--- src/rtl/alu_seq_responder.sv ---
// Request/valid ALU responder: add/sub in one cycle, iterative shift-add multiply
// and bit-serial shift-left. All outputs registered; four-phase valid handshake.
module alu_seq_responder #(
    parameter int width = 32
) (
    input  logic             clk,
    input  logic             reset,
    input  logic             request,
    input  logic [width-1:0] operandA,
    input  logic [width-1:0] operandB,
    input  logic [1:0]       opcode,
    output logic [width-1:0] result,
    output logic             valid,
    output logic             busy
);
    localparam int SW   = $clog2(width);
    localparam int CNTW = SW + 1;

    localparam logic [1:0] OP_ADD = 2'b00;
    localparam logic [1:0] OP_SUB = 2'b01;
    localparam logic [1:0] OP_MUL = 2'b10;

    typedef enum logic [1:0] {IDLE, EXEC, DONE} state_t;

    state_t            state;
    logic [1:0]        op_r;
    logic [width-1:0]  a_r;
    logic [width-1:0]  b_r;
    logic [width-1:0]  acc;
    logic [CNTW-1:0]   cnt;
    logic [width-1:0]  mul_term;

    assign mul_term = b_r[0] ? a_r : '0;

    always_ff @(posedge clk or negedge reset) begin
        if (!reset) begin
            state  <= IDLE;
            op_r   <= '0;
            a_r    <= '0;
            b_r    <= '0;
            acc    <= '0;
            cnt    <= '0;
            result <= '0;
            valid  <= 1'b0;
            busy   <= 1'b0;
        end else begin
            case (state)
                IDLE: begin
                    if (request) begin
                        op_r <= opcode;
                        a_r  <= operandA;
                        b_r  <= operandB;
                        acc  <= '0;
                        busy <= 1'b1;
                        case (opcode)
                            OP_ADD: begin
                                result <= operandA + operandB;
                                valid  <= 1'b1;
                                state  <= DONE;
                            end
                            OP_SUB: begin
                                result <= operandA - operandB;
                                valid  <= 1'b1;
                                state  <= DONE;
                            end
                            OP_MUL: begin
                                cnt   <= CNTW'(width);
                                state <= EXEC;
                            end
                            default: begin
                                // Zero shift skips EXEC entirely, matching add timing
                                if (operandB[SW-1:0] == '0) begin
                                    result <= operandA;
                                    valid  <= 1'b1;
                                    state  <= DONE;
                                end else begin
                                    cnt   <= {1'b0, operandB[SW-1:0]};
                                    state <= EXEC;
                                end
                            end
                        endcase
                    end
                end
                EXEC: begin
                    cnt <= cnt - 1'b1;
                    a_r <= a_r << 1;
                    if (op_r == OP_MUL) begin
                        acc <= acc + mul_term;
                        b_r <= b_r >> 1;
                    end
                    // Final iteration folds its step straight into result
                    if (cnt == CNTW'(1)) begin
                        result <= (op_r == OP_MUL) ? (acc + mul_term) : (a_r << 1);
                        valid  <= 1'b1;
                        state  <= DONE;
                    end
                end
                DONE: begin
                    if (!request) begin
                        valid <= 1'b0;
                        busy  <= 1'b0;
                        state <= IDLE;
                    end
                end
                default: state <= IDLE;
            endcase
        end
    end
endmodule
--- config.mk ---
export PLATFORM = sky130hd
export DESIGN_NAME = alu_seq_responder
export DESIGN_NICKNAME = d
export VERILOG_FILES = /design/src/rtl/alu_seq_responder.sv
export SDC_FILE = /design/constraint.sdc
export NUM_CORES = 1
export LEC_CHECK = 0
export ABC_AREA = 1
export BUFFER_PORTS_ARGS = -buffer_cell sky130_fd_sc_hd__buf_2
export CAP_MARGIN = 25
export CORE_MARGIN = 5
export CORE_UTILIZATION = 40
export CTS_BUF_LIST = sky130_fd_sc_hd__clkbuf_4 sky130_fd_sc_hd__clkbuf_8
export CTS_CLUSTER_SIZE = 30
export DETAILED_ROUTE_END_ITERATION = 8
export SYNTH_ARGS = -nofsm -noshare
export SYNTH_HDL_FRONTEND = slang
export SYNTH_SLANG_ARGS = --single-unit
export TNS_END_PERCENT = 10
--- constraint.sdc ---
create_clock -name clk -period 6.6 [get_ports clk]
set_input_delay 0.66 -clock clk [delete_from_list [all_inputs] [get_ports clk]]
set_output_delay 0.66 -clock clk [all_outputs]
set_load 0.01 [all_outputs]
# Yosys cells after proc, flatten, opt, wreduce, memory -nomap -nowiden
# Index checks and enable logic that the tools add are counted.
# totals
reg_bits,140
inputBits,69
out_inout_bits,34
elab_cells,76
# classes
addsub,4
n_eq_ne,15
mux,33
n_reduce_logical,15
# ops
operator,count
$mux 32,10
$pmux 32 s2,4
$pmux 32 s3,1
$add 32x32->32,2
$sub 32x32->32,1
$pmux 6 s2,2
$mux 6,2
$ne 2x2->1 const B,6
$reduce_and 3->1,3
$mux 2,4
$eq 2x2->1 const B,3
$eq 6x1->1 const B,1
$pmux 2 s3,1
$reduce_and 6->1,1
$sub 6x1->6 const B,1
$logic_not 5->1,1
$mux 1,5
$reduce_and 5->1,1
$eq 2x1->1 const B,2
$logic_not 2->1,2
$ne 4x2->1 const B,1
$pmux 1 s2,2
$pmux 2 s2,1
$reduce_and 2->1,2
7 further kinds,8

# Depth between registers and ports, before layout
# depth
ltp_word,5
mapped_depth,24
ltp_nobuf,24

# Least setup slack after synthesis
# No wires, ideal clock.
# synth_path
kind,in2reg
start,in operandB[0]
end,reg result[31]
setup_ns,0.117
arrival_time_ns,2.964
required_time_ns,6.483
setup_slack_ns,3.519
stages,23
path_buffers,0
path_cell_list,inv_1 ha_1 inv_1 nor2_1 nand4_1 nor2_1 nand2_1 o21ai_2 nand2_1 xnor2_1 ha_1 nand2_1 nor2_1 nand2_1 inv_1 a21oi_1 nand2_1 nand2_1 nand3_1 nand2_1 nand2_1 nand2_1 nand2_1
# synth_between
elab_chain_cells,4
elab_cells_between_ends,8
classes_between,2 x add/sub; 1 x eq/ne; 3 x mux; 2 x reduce/logical
# synth_rtl
element,line,rtl
start: declaration,10,"input logic [width-1:0] operandB,"
$sub 32x32->32 or $add 32x32->32 (tied branches),"62, 57",
$pmux 32 s3,55,case (opcode)
$mux 32,49,if (request) begin
$pmux 32 s2,47,case (state)
end signal: assignment,57,result <= operandA + operandB;
end signal: assignment,62,result <= operandA - operandB;
end signal: assignment,73,result <= operandA;
end: declaration,12,"output logic [width-1:0] result,"
# Parallel ways exist; a longest one is shown, timed or not. The select of a mux whose other input is x is not followed.
# A chain may end at the register's enable or synchronous reset.

# Worst setup path after layout
# layout_path
start,reg state[1]
end,reg result[15]
# layout_between
elab_chain_cells,3
elab_cells_between_ends,9
classes_between,5 x eq/ne; 1 x mux; 3 x reduce/logical
# layout_rtl
element,line,rtl
start: declaration,25,state_t state;
start signal: assignment,37,state <= IDLE;
start signal: assignment,59,state <= DONE;
start signal: assignment,64,state <= DONE;
$eq 2x1->1 or $logic_not 2->1 (tied branches),47,
"$ne 2x2->1 (no source line), or another cell as far along",-,
$reduce_and 5->1 (no source line),-,
# Parallel ways exist; a longest one is shown, timed or not.

==> metrics <==
outcome finished clean; Peak Freq 261.7 MHz; Seq pwr share 42.4%; Mapped Cells 1991; final setup fails 0; DR iter-0 viols 1140; Compound-Gate Fraction of Synth Area 14.18%; switching share of power 32.95%; average size of a mapped cell 6.186 um^2; Slew Viols, Final 0; Tcrit/Tclk final 57.90%; Worst VDD drop 0.1019 mV; WP data required 7.00 ns; most frequent cells in the layout nand2_1 (719), inv_1 (337), nor2_1 (144), dfrtp_1 (140), nand3_1 (112); Avg WL per Cell 15.75 um; synth top area cells dfrtp_1 (28%), nand2_1 (22%), inv_1 (10%), ha_1 (6.7%), nand3_1 (4.6%); global-route wire length before repair 62.86 mm; Max-slew headroom 31.76%; Leak Pwr 0.007878 uW; sequential share of the synthesized area 28.45%; Ys Warns 0; Initial Util 40.37%; largest family of logic cells by synthesized area simple AND/OR/NAND/NOR gates; crit path capture type flip-flop; CTS tree done; Worst EP arrival 4.22 ns; Switch Pwr 666.4 uW; Synth area leader dfrtp_1; area of the multi-input gates 0.007269 mm^2; CTS resizes 0; post-route minimum period 3.822 ns; initial antenna violation count 0; Detailed Place HPWL 30.92 mm; prevailing post-synth register cell dfrtp_1; 1st-pass router iterations 6; grt ovf 0; Nets 2198; drt total wl 38.88 mm; pwr dens 149.4 mW/mm^2; Post-synth ARST share 100.0%; Seq cells post-synth 140; CTS H-Tree Depth 4; CTS Buffer Depth 2; clk slew on worst S/H paths 0.08 ns; Hold Crit Class primary input to async pin; P_int 1356 uW; DRC Markers 0; Startpoint Class flip-flop; Clock Power Share 35.8%; hold_buf cts 0; core area 0.03051 mm^2; Detail Route Antenna Nets 0; clk_skew 0.01711 ns; CTS Sinks 140; Synth top area share 28.45%; Post-Synth XOR/XNOR Area 3.698%; setup_tns 0 ns; Synthesized Nets 2128; I/O pins 103; number of synthesized flops with an enable pin 0; IO Port Bufs 102; Hold Fails Final Rpt 0; full die area 0.03440 mm^2; vias per cell 5.071; fraction of the mapped netlist area in adder cells 7.030%; share of post-route cells with drive strength above 1 7.770%; Yosys cell types 47; filler cell count 3298; Die H 185.5 um; number of global-route vias before repair 11990; row count 64; Sequential Area 0.003503 mm^2; clock network latency to the later pin of the worst-skew pair 0.48 ns; commonest non-fill, non-tap cell in the layout nand2_1; n_diodes 0; RSZ-0062 raised after global routing no; Simple-Gate Fraction of Synth Area 34.12%; postcts setup bufs 0; DR vias 12510; CTS Buf Count 17; total of max-cap violations 0; Gate power share 21.8%; GRT Total Usage 23.02%; Slew @ Worst Pin 1.020 ns; routability cong. 0.9088; Root Buffer clkbuf_8; worst-path maximum fanout 35; die span in x 185.5 um; largest net degree at the start of global routing 87; mux cell area share after synthesis 0%; Post-Syn Area 0.01232 mm^2; WS Path Type flip-flop to flip-flop; worst hold slack 0.2674 ns; Area Overhead vs Synth 9.926%
## power groups by stage
stage	Clock (uW)	Sequential (uW)	Combinational [uW]
floorplan	0	874	289
global placement	0	874	435
detailed placement	0	874	436
CTS	742	857	438
global route	780	857	499
finish	725	857	440
## cell type report
cell class                 count  area share [%]
clock inverter                10          0.8595
tap                          396           3.660
sequential                   140           25.88
multi-input combinational   1450           53.70
timing repair buffer         107           4.335
inverter                     345           9.584
clock buffer                  20           1.987
## Yosys cell counts, drive strengths merged, types with 13 or more instances
| master | number |
|---|---|
| a21oi | 92 |
| a22oi | 16 |
| a31oi | 14 |
| buf | 29 |
| clkbuf | 27 |
| dfrtp | 140 |
| ha | 66 |
| inv | 345 |
| nand2 | 719 |
| nand3 | 113 |
| nand4 | 13 |
| nor2 | 150 |
| nor3 | 23 |
| o211ai | 45 |
| o21ai | 93 |
| xnor2 | 18 |
| xor2 | 34 |
## worst paths after layout
kind	start	to	slack [ns]	cells past startpoint
min	reset	b_r[28]	0.27	1
max	state[1]	result[15]	2.78	9
min in group clk	request	valid	0.46	3
max reg2reg	state[1]	result[15]	2.78	9
max in group asynchronous	reset	a_r[24]	5.01	2
min reg2reg	result[2]	result[2]	0.48	2
## cell families (layout without fill, tap and decap cells)
kind of cell	after synthesis	after routing
AO/OA/AOI/OAI	294	294
XOR/XNOR	52	52
flip-flops	140	140
buffers and inverters	401	482
AND/OR/NAND/NOR	1036	1036
adder cells (fa/ha/maj)	68	68
## sequential cells by signal, indices dropped and copies added, names as in the netlist, 2 cells and up
register / cells
a_r: 32
acc: 32
b_r: 32
cnt: 6
op_r: 2
result: 32
state: 2
## stage by stage
stage | cell area (um^2) | util [%] | setup WS, ns | instances | total power, uW
detailed placement | 13130 | 43.04 | 2.526 | 2437 | 1310
floorplan | 12320 | - | 3.519 | 1991 | 1163
CTS | 13520 | 44.31 | 2.736 | 2467 | 2037
finish | 13540 | 44.37 | 2.778 | 2468 | 2022
global route | 13540 | 44.37 | 2.410 | 2468 | 2137
global placement | 13110 | 42.95 | 2.639 | 2436 | 1309
## critical path, stage by stage, from the launching register on
cell and delay (ns):
dfrtp_1 0.44, nor2_1 0.17, nand2_1 0.30, inv_2 0.54
nor2_4 0.25, inv_2 0.26, nand3_2 0.62, inv_2 0.80
nand2_1 0.25, nand2_1 0.10
## routing by layer
layer  share of wire [%]  global-route usage, %  wire length, um
met5                   0                      0                0
met4                 2.5                  6.283              957
met3                 4.7                  2.892             1818
met2                  45                  36.95            17440
met1                  48                  32.81            18660
No activity file was read; power rests on OpenSTA's default activity.
